**src/rtl/debounce_pkg.sv**
```systemverilog
`default_nettype none
// ============================================================================
//  Module      : debounce_pkg
//  Description : Shared types for the tick-strobed debouncer. The state
//                encoding is also visible to the bench.
//  Revision    : 1.0 - initial release
// ============================================================================
package debounce_pkg;

    typedef enum logic [1:0] {
        S_LOW        = 2'd0,
        S_MAYBE_HIGH = 2'd1,
        S_HIGH       = 2'd2,
        S_MAYBE_LOW  = 2'd3
    } state_t;

endpackage : debounce_pkg
`default_nettype wire

```
**src/rtl/sync_2ff.sv**
```systemverilog
`default_nettype none
// ============================================================================
//  Module      : sync_2ff
//  Description : Two-flop synchronizer for a single asynchronous bit,
//                asynchronous active-low reset to 0.
//  Revision    : 1.0 - initial release
// ============================================================================
module sync_2ff (
    input  logic clk,
    input  logic rst,
    input  logic d,
    output logic q
);

    logic sync1_q, sync1_d;
    logic sync2_q, sync2_d;

    // Next values: shift the raw bit through two stages
    always_comb begin
        sync1_d = d;
        sync2_d = sync1_q;
    end

    // Synchronizer stages, cleared by reset
    always_ff @(posedge clk or negedge rst) begin
        if (!rst) begin
            sync1_q <= 1'b0;
            sync2_q <= 1'b0;
        end else begin
            sync1_q <= sync1_d;
            sync2_q <= sync2_d;
        end
    end

    assign q = sync2_q;

endmodule : sync_2ff
`default_nettype wire

```
**src/rtl/tick_debouncer.sv**
```systemverilog
`default_nettype none
// ============================================================================
//  Module      : tick_debouncer
//  Description : Debounces one asynchronous input, sampling only on the
//                one-cycle tick strobe. Produces a clean level, rise/fall
//                strobes and a wrapping press counter.
//  Revision    : 1.0 - initial release
// ============================================================================
module tick_debouncer
    import debounce_pkg::*;
#(
    parameter int STABLE_TICKS = 4,
    parameter int CNT_W        = 8
) (
    input  logic             clk,
    input  logic             rst,
    input  logic             tick,
    input  logic             bouncy_in,
    output logic             debounced,
    output logic             rise,
    output logic             fall,
    output logic [CNT_W-1:0] press_count
);

    localparam int                  c_cnt_w = $clog2(STABLE_TICKS + 1);
    localparam logic [c_cnt_w-1:0]  c_one   = c_cnt_w'(1);
    localparam logic [c_cnt_w-1:0]  c_last  = c_cnt_w'(STABLE_TICKS - 1);
    localparam logic [CNT_W-1:0]    c_zero  = '0;

    logic                s_in;
    state_t              state_q, state_d;
    logic [c_cnt_w-1:0]  count_q, count_d;
    logic                debounced_q, debounced_d;
    logic                rise_q, rise_d;
    logic                fall_q, fall_d;
    logic [CNT_W-1:0]    press_count_q, press_count_d;

    sync_2ff u_sync (
        .clk (clk),
        .rst (rst),
        .d   (bouncy_in),
        .q   (s_in)
    );

    // Next-state logic: advance only on a tick, require STABLE_TICKS agreeing samples
    always_comb begin
        state_d = state_q;
        count_d = count_q;
        if (tick) begin
            unique case (state_q)
                S_LOW: begin
                    if (s_in) begin
                        if (STABLE_TICKS == 1) begin
                            state_d = S_HIGH;
                            count_d = '0;
                        end else begin
                            state_d = S_MAYBE_HIGH;
                            count_d = c_one;
                        end
                    end else begin
                        count_d = '0;
                    end
                end
                S_MAYBE_HIGH: begin
                    if (!s_in) begin
                        state_d = S_LOW;
                        count_d = '0;
                    end else if (count_q == c_last) begin
                        state_d = S_HIGH;
                        count_d = '0;
                    end else begin
                        count_d = count_q + c_one;
                    end
                end
                S_HIGH: begin
                    if (!s_in) begin
                        if (STABLE_TICKS == 1) begin
                            state_d = S_LOW;
                            count_d = '0;
                        end else begin
                            state_d = S_MAYBE_LOW;
                            count_d = c_one;
                        end
                    end else begin
                        count_d = '0;
                    end
                end
                S_MAYBE_LOW: begin
                    if (s_in) begin
                        state_d = S_HIGH;
                        count_d = '0;
                    end else if (count_q == c_last) begin
                        state_d = S_LOW;
                        count_d = '0;
                    end else begin
                        count_d = count_q + c_one;
                    end
                end
                default: begin
                    state_d = S_LOW;
                    count_d = '0;
                end
            endcase
        end
    end

    // Output next values: level follows the registered state one cycle later,
    // strobes mark the first cycle of a new level
    always_comb begin
        debounced_d   = (state_q == S_HIGH) || (state_q == S_MAYBE_LOW);
        rise_d        = debounced_d & ~debounced_q;
        fall_d        = ~debounced_d & debounced_q;
        press_count_d = press_count_q + {c_zero[CNT_W-1:1], rise_d};
    end

    // State, counter and output registers; reset discards all progress
    always_ff @(posedge clk or negedge rst) begin
        if (!rst) begin
            state_q       <= S_LOW;
            count_q       <= '0;
            debounced_q   <= 1'b0;
            rise_q        <= 1'b0;
            fall_q        <= 1'b0;
            press_count_q <= '0;
        end else begin
            state_q       <= state_d;
            count_q       <= count_d;
            debounced_q   <= debounced_d;
            rise_q        <= rise_d;
            fall_q        <= fall_d;
            press_count_q <= press_count_d;
        end
    end

    assign debounced   = debounced_q;
    assign rise        = rise_q;
    assign fall        = fall_q;
    assign press_count = press_count_q;

endmodule : tick_debouncer
`default_nettype wire

```
**config.mk**
```make
export PLATFORM = sky130hd
export DESIGN_NAME = tick_debouncer
export DESIGN_NICKNAME = d
export VERILOG_FILES = /design/src/rtl/debounce_pkg.sv /design/src/rtl/sync_2ff.sv /design/src/rtl/tick_debouncer.sv
export SDC_FILE = /design/constraint.sdc
export NUM_CORES = 1
export LEC_CHECK = 0
export CORE_AREA = 2 2 52 54
export CTS_BUF_LIST = sky130_fd_sc_hd__clkbuf_8
export DETAILED_ROUTE_END_ITERATION = 8
export DIE_AREA = 0 0 54 56
export PLACE_DENSITY_LB_ADDON = 0.12
export SYNTH_ARGS = -nofsm -noshare
export SYNTH_HDL_FRONTEND = slang
export SYNTH_SLANG_ARGS = --single-unit
```
**constraint.sdc**
```tcl
create_clock -name clk -period 2.4 [get_ports clk]
set_input_delay 0.36 -clock clk [delete_from_list [all_inputs] [get_ports clk]]
set_output_delay 0.36 -clock clk [all_outputs]
set_load 0.01 [all_outputs]
```
* After elaboration in Yosys (flattened, before gate mapping)
Index checks and enable logic that the tools add are counted.
Operators by class: $add $sub $neg 2, equality and inequality tests 8, multiplexer cells 13, bitwise operators 4, reductions and logical operators 3
Operator list (number):
- 2-bit two-way mux | 6
- 3-bit case mux with 4 select lines | 1
- 3-bit two-way mux | 3
- 8-bit by 1-bit adder with 8-bit output | 1
- 2-bit case mux with 4 select lines | 1
- 5-bit AND reduction | 1
- 2-bit equality test, second input constant | 2
- 3-bit by 1-bit adder with 3-bit output, second input constant | 1
- 3-bit by 2-bit equality test with 1-bit output, second input constant | 1
- 3-bit by 2-bit inequality test with 1-bit output, second input constant | 1
- 3-bit inequality test, second input constant | 1
- 1-bit AND | 2
- 2-bit by 1-bit equality test with 1-bit output, second input constant | 1
- 2-bit zero test | 1
- 1-bit two-way mux | 2
- 2-bit by 1-bit inequality test with 1-bit output, second input constant | 1
- 2-bit inequality test, second input constant | 1
- 1-bit NOT | 2
- 1-bit logical OR | 1
Storage, ports and cells: register bits 18, input port bits 4, output and inout bits 11, word-level logic and storage cells 38

* Longest topological paths before layout
Gate-level depths: netlist (run 1).
depth in word-level cells 4, depth in mapped cells 5, mapped depth without buffers 5

* Cells and area by module
From an unflattened synthesis (run 1), not the netlist that was laid out.
Second synthesis, totals: cell total of the unflattened synthesis 53, area, all modules 700.7 sq um
By module, submodules not included:
- tick_debouncer | instances 1, cells each 51, area an instance 650.6 sq um, seq. area each 400.4 sq um
- sync_2ff | instances 1, cells each 2, area an instance 50.0 sq um, seq. area each 50.0 sq um

* Worst setup path before layout (run 1)
OpenSTA, ideal clock, no wires.
kind flip-flop to flip-flop, start reg debounced_q (netlist: debounced), end reg press_count_q[4] (netlist: press_count[4]), setup time 0.125 ns, data arrival time 1.166 ns, data required time 2.275 ns, slack 1.109 ns, cell stages (with the launch flop) 6, path buffers 0, period minus slack after synthesis 1.291 ns, path through dfrtp_1 nor2b_1 ha_1 ha_1 nand3_1 xnor2_1
On the way: cells in the longest elaborated chain, start to end 3
Ends and longest elaborated chain:
- start, declared | line tick_debouncer.sv:33 | logic debounced_q, debounced_d;
- start signal, assigned | line tick_debouncer.sv:128 | debounced_q <= debounced_d;
- 1-bit NOT | line tick_debouncer.sv:111 | rise_d = debounced_d & ~debounced_q;
- 1-bit AND | line tick_debouncer.sv:111
- via rise_d | line tick_debouncer.sv:34 | logic rise_q, rise_d;
- 8-bit by 1-bit adder with 8-bit output | line tick_debouncer.sv:113 | press_count_d = press_count_q + {c_zero[CNT_W-1:1], rise_d};
- via press_count_d[4] | line tick_debouncer.sv:36 | logic [CNT_W-1:0] press_count_q, press_count_d;
- end signal, assigned | line tick_debouncer.sv:131 | press_count_q <= press_count_d;
- end, declared | line tick_debouncer.sv:36
The timed path passes the listed nets, and every way through them passes these cells. A chain may end at the register's enable or synchronous reset.

* Final worst setup path (run 1)
start reg press_count_q[1] (netlist: press_count[1]), end out press_count[1]
RTL lines:
- end, declared | line tick_debouncer.sv:22 | output logic [CNT_W-1:0] press_count
No word-level cell between the ends.

==> flow_summary.yaml, run 1 <==
floorplan:
  chipHeight_um: 56
  io_pins: 15
  core_mm2: 0.00243
  die_area_mm2: 0.00302
  initial_core_util: 0.289
  die_x_um: 54
  rows: 18
pwr:
  power.switching_mw: 0.249
  power_density_mw_per_mm2: 954
  leakage_nw: 0.417
  p_comb_frac: 0.268
  switching_share: 0.283
  cell_internal_pwr_mw: 0.633
  p_clk_frac: 0.228
  vdd_drop_max_v: 0.000429
  p_seq_frac: 0.503
global_route:
  antenna_found_initial: 0
  grt.total_usage: 0.0889
  gr-total-overflow: 0
  grt_first_pass_wirelength_mm: 1.91
  grt_pass1_vias: 437
  grt_max_degree: 19
clock_tree:
  clock_path_buffers: 2
  clkSlewWorstSetupHoldPaths_ns: 0.06
  cts_inserted_buffers: 3
  insertion_delay_ns: 0.25
  cts_resized: 0
  clock_sinks: 18
  root_buffer: "clkbuf_8"
  post_cts_buffers: 0
  cts_tree: "built"
  holdBufCountCts: 0
  cts_max_level: 1
worst_setup_path:
  worst_setup_path_end_kind: "primary output"
  cp.arrival_ns: 1.23
  r2r_setup_slack_ns: 0.94
  crit_required_ns: 2.04
  crit_path_start: "press_count[1]$_DFF_PN0_"
  cp_num_cells: 1
  start_kind: "flip-flop"
  slowest_stage: "clkdlybuf4s50_1"
  endpoint: "press_count[1]"
  crit_family: "buffers and inverters"
  cp_max_fo: 5
  crit_chain: "clkdlybuf4s50_1"
  timing.rr.end: "press_count[4]$_DFF_PN0_"
  critPathMaxStageDelay_ns: 0.56
  worstSetupPathType: "reg -> out"
  cp_num_buf_inv: 1
  ff2ff_path_depth: 5
sta:
  clock.fmax_mhz: 630
  finalMaxSlewViolations: 0
  fin_crit_sh: 0.661
  final-setup-viol-count: 0
  finClkSkew_ns: 0.00231
  fin_crit_ns: 1.59
  tightest_slew_ns: 0.236
  rsz0062_at_grt: "no"
  fin_ws_ns: 0.813
  hold_violations: 0
  fin_tns_setup_ns: 0
  relSlewSlack: 0.842
min_path:
  min_path_type: "reg -> reg"
  hold_depth: 0
placed_design:
  gp_congestion: 0.704
  dpl.cell_count: 97
  pre_cts_slack_ns: 0.918
  io_buffers: 14
  place_hpwl_um: 775
logic_synthesis:
  yosys-top-cells-area: "dfrtp_1, xnor2_1, ha_1"
  yosysTopAreaCell: "dfrtp_1"
  yosys.cell_types.count: 18
  synth_top_cell_area_share: 0.642
  ys_seq_elements: 18
  avgSynthCellArea_um2: 13.2
  ys_seq_area_frac: 0.642
  synth_cells: 53
  syn_area_um2: 702
  syn-num-nets: 60
  yosysWarnings: 0
final_layout:
  nFillCells: 254
  layout.area.seq_um2: 450
  area_delta_synth_final_pct: 31.7
  final_layout_size_suffix_gt1_frac: 0.114
  multi_input_area_um2: 240
  antenna_cells: 0
  final_common_cell: "dfrtp_1"
  fin_cells: 100
  final_cell_mix: "dfrtp_1, clkdlybuf4s50_1, nand3_1"
  fin_nets: 79
routing:
  drt_wl_total_mm: 1.11
  drc: 0
  num_vias: 439
  firstDrtPassIters: 4
  routed_via_density: 4.39
  ant_nets: 0
  route.detailed.wl_per_inst_um: 11.1
  drt-initial-drc-count: 6
job:
  cap_violations: 0
run_status:
  outcome: "complete, no violations"
per-layer routing:
| metal | track usage | routed length, um | part of all wire |
|---|---|---|---|
| met4 | 0.0643 | 10 | 0.0090 |
| met2 | 0.110 | 486 | 0.44 |
| met1 | 0.118 | 526 | 0.48 |
| met5 | 0 | 0 | 0 |
| met3 | 0.0403 | 83 | 0.075 |
worst min-delay path by stage:
| stage | endpoint | slack (ns) | start |
|---|---|---|---|
| floorplan | async pin | 0.06 | rst |
| global placement | u_sync.q$_DFF_PN0_ | 0.33 | u_sync.sync1_q$_DFF_PN0_ |
| detailed placement | u_sync.q$_DFF_PN0_ | 0.34 | u_sync.sync1_q$_DFF_PN0_ |
| CTS | u_sync.q$_DFF_PN0_ | 0.35 | u_sync.sync1_q$_DFF_PN0_ |
| global route | u_sync.q$_DFF_PN0_ | 0.36 | u_sync.sync1_q$_DFF_PN0_ |
| finish | u_sync.q$_DFF_PN0_ | 0.35 | u_sync.sync1_q$_DFF_PN0_ |
power by group through the flow:
stage	combinational (mW)	clock, mW	sequential, mW
2_1_floorplan	0.0945	0	0.460
3_3_place_gp	0.239	0	0.449
3_5_place_dp	0.240	0	0.449
4_1_cts	0.241	0.214	0.445
5_1_grt	0.260	0.223	0.456
6_report	0.237	0.202	0.444
area by class of cell:
cell class | count | area share
sequential | 18 | 0.487
multi-input combinational | 32 | 0.260
inverter | 2 | 0.00812
tap | 30 | 0.0406
timing repair buffer | 15 | 0.160
clock buffer | 3 | 0.0447
flip-flops by register name (all words and copies together) (netlist names), named ones only:
name,count
press_count,8
count_q,3
debounced,1
fall,1
rise,1
state_q,1
u_sync.q,1
u_sync.sync1_q,1
through the flow:
step                      instance area [um2]  total power, mW  hold WS [ns]   util
after floorplan                           702            0.555        0.0644      -
after global placement                    883            0.689         0.333  0.363
after detailed placement                  883            0.689         0.336  0.363
after CTS                                 925            0.901         0.351  0.380
after global routing                      925            0.939         0.361  0.380
final                                     925            0.882         0.348  0.380
cell families (layout without fill, tap and decap cells):
| group | count (synthesis) | after routing | synth area share |
|---|---|---|---|
| flops | 18 | 18 | 0.642 |
| buf+inv | 3 | 20 | 0.0160 |
| simple gates | 15 | 15 | 0.121 |
| mux | 2 | 2 | 0.0321 |
| compound gates | 5 | 5 | 0.0481 |
| xor+xnor | 7 | 7 | 0.0873 |
| fa+ha+maj | 3 | 3 | 0.0535 |
cells in the mapped netlist (all sizes together):
cell	n
nand3	6
nor2b	3
nand2b	1
nand2	2
and2b	1
xnor2	5
a31o	1
and3	2
ha	3
o21ai	1
clkbuf	1
inv	2
a21boi	1
o22ai	2
mux2	2
xor2	2
dfrtp	18
Power figures use the tool's default switching activity.
==> inputs of run 2 (changes only) <==
- clock period: 2.4 -> 1.46 ns (I/O delays scaled with it)
==> run 2 against run 1 <==
  * Register-to-register slack worse by 0.79 ns
  * Flip-flop and latch count stayed put
  * Combinational power increased by 100%
  * Routed wire length rose by 9.3%
  * Critical path type unchanged
  * Sequential share of layout area decreased by 2.4 points
  * Highest routed layer unchanged
  * Global-route usage is 1.4 points higher
  * First-iteration DRC count shrank 17%
  * Hold slack worse by 0.045 ns
  * Critical path depth stayed put
==> flow_summary.yaml, run 2 (synthesis results as in run 1) <==
run_status:
  outcome: "complete, no violations"
global_route:
  gr-total-overflow: 0
  grt_pass1_vias: 490
  grt.total_usage: 0.103
  grt_max_degree: 19
  grt_first_pass_wirelength_mm: 2.28
  antenna_found_initial: 0
clock_tree:
  clock_sinks: 18
  root_buffer: "clkbuf_8"
  cts_max_level: 1
  cts_inserted_buffers: 3
  insertion_delay_ns: 0.25
  clock_path_buffers: 2
  cts_tree: "built"
  clkSlewWorstSetupHoldPaths_ns: 0.06
final_layout:
  fin_nets: 84
  final_cell_mix: "dfrtp_1, clkdlybuf4s50_1, nand3_1, buf_4, xnor2_1"
  final_common_cell: "dfrtp_1"
  largest_register_ffs: 8
  antenna_cells: 0
  final_layout_size_suffix_gt1_frac: 0.200
  area_delta_synth_final_pct: 38.5
worst_setup_path:
  cp_num_cells: 1
  slowest_stage: "clkdlybuf4s50_1"
  start_kind: "flip-flop"
  cp_num_buf_inv: 1
  crit_path_start: "press_count[6]$_DFF_PN0_"
  critPathMaxStageDelay_ns: 0.55
  cp_max_fo: 3
  worst_setup_path_end_kind: "primary output"
  timing.rr.start: "count_q[0]$_DFFE_PN0P_"
  cp.arrival_ns: 1.19
  crit_family: "buffers and inverters"
  worstSetupPathType: "reg -> out"
  ff2ff_path_depth: 4
  crit_required_ns: 1.24
  crit_chain: "clkdlybuf4s50_1"
job:
  cap_violations: 0
routing:
  ant_nets: 0
  drt_wl_total_mm: 1.21
  drt-initial-drc-count: 5
  drc: 0
  firstDrtPassIters: 3
  routed_via_density: 4.22
  num_vias: 443
  route.detailed.wl_per_inst_um: 11.5
placed_design:
  gp_congestion: 0.702
  io_buffers: 14
  place_hpwl_um: 835
pwr:
  vdd_drop_max_v: 0.000681
  power_mw: 1.52
  power_density_mw_per_mm2: 1560
  leakage_nw: 0.477
sta:
  fin_crit_ns: 1.41
  relSlewSlack: 0.845
  clock.fmax_mhz: 709
  rsz0062_at_grt: "no"
  tightest_slew_ns: 0.232
  final-setup-viol-count: 0
  hold_violations: 0
  holdWs_ns: 0.302
  finClkSkew_ns: 0.00209
  finalMaxSlewViolations: 0
  fin_crit_sh: 0.966
  fin_tns_setup_ns: 0
floorplan:
  initial_core_util: 0.289
  core_mm2: 0.00243
  chipHeight_um: 56
  die_area_mm2: 0.00302
  rows: 18
  io_pins: 15
  die_x_um: 54
min_path:
  min_path_type: "in -> async"
==> run 2: cell types whose count changed in the layout (fill, tap and decap cells not counted), sizes merged <==
cell and delta:
clkdlybuf4s50 -2, dlymetal6s2s +2, buf +5
==> run 2: metal layers <==
metal,track usage,share of wire,up-vias
met5,0,0,-
met4,0.0643,0.016,0
met3,0.0296,0.049,2
met2,0.134,0.44,9
met1,0.145,0.50,207
li1,-,-,225
==> run 2: report_power, final <==
part | switching, mW | leakage [nW] | internal (mW)
combinational | 0.197 | 0.221 | 0.287
sequential | 0.0795 | 0.235 | 0.621
clock | 0.151 | 0.0216 | 0.183
total | 0.427 | 0.477 | 1.09
==> run 2: worst paths after layout <==
| path | endpoint | slack, ns |
|---|---|---|
| min | press_count[5]$_DFF_PN0_ | 0.30 |
| min reg2reg | u_sync.q$_DFF_PN0_ | 0.35 |
| min in group clk | u_sync.q$_DFF_PN0_ | 0.35 |
| max | press_count[6] | 0.05 |
| max in group asynchronous | state_q[0]$_DFFE_PN0P_ | 0.96 |
| max reg2reg | flip-flop | 0.15 |
==> run 2: cell type report <==
cell class | count | area, um2
Tap cell | 30 | 37.5
Multi-Input combinational cell | 32 | 245
Timing Repair Buffer | 20 | 190
Fill cell | 246 | 1460
Sequential cell | 18 | 450
Inverter | 2 | 7.51
Clock buffer | 3 | 41.3
==> run 2: what timing repair did <==
| action | 4_1_cts | 5_1_grt |
|---|---|---|
| gates resized for setup | 0 | 4 |
| hold buffers | 0 | 0 |
| buffers inserted | 1 | 2 |
| setup endpoints to repair | 1 | 6 |
==> run 2: metrics by stage <==
| stage | utilization | cell area [um2] | worst slack (ns) | std cells |
|---|---|---|---|---|
| after global placement | 0.369 | 898 | 0.154 | 99 |
| after CTS | 0.389 | 947 | 0.00925 | 103 |
| after detailed placement | 0.369 | 898 | 0.112 | 99 |
| final | 0.400 | 972 | 0.0490 | 105 |
| after global routing | 0.400 | 972 | 0.000403 | 105 |
| after floorplan | - | 702 | 0.169 | 53 |
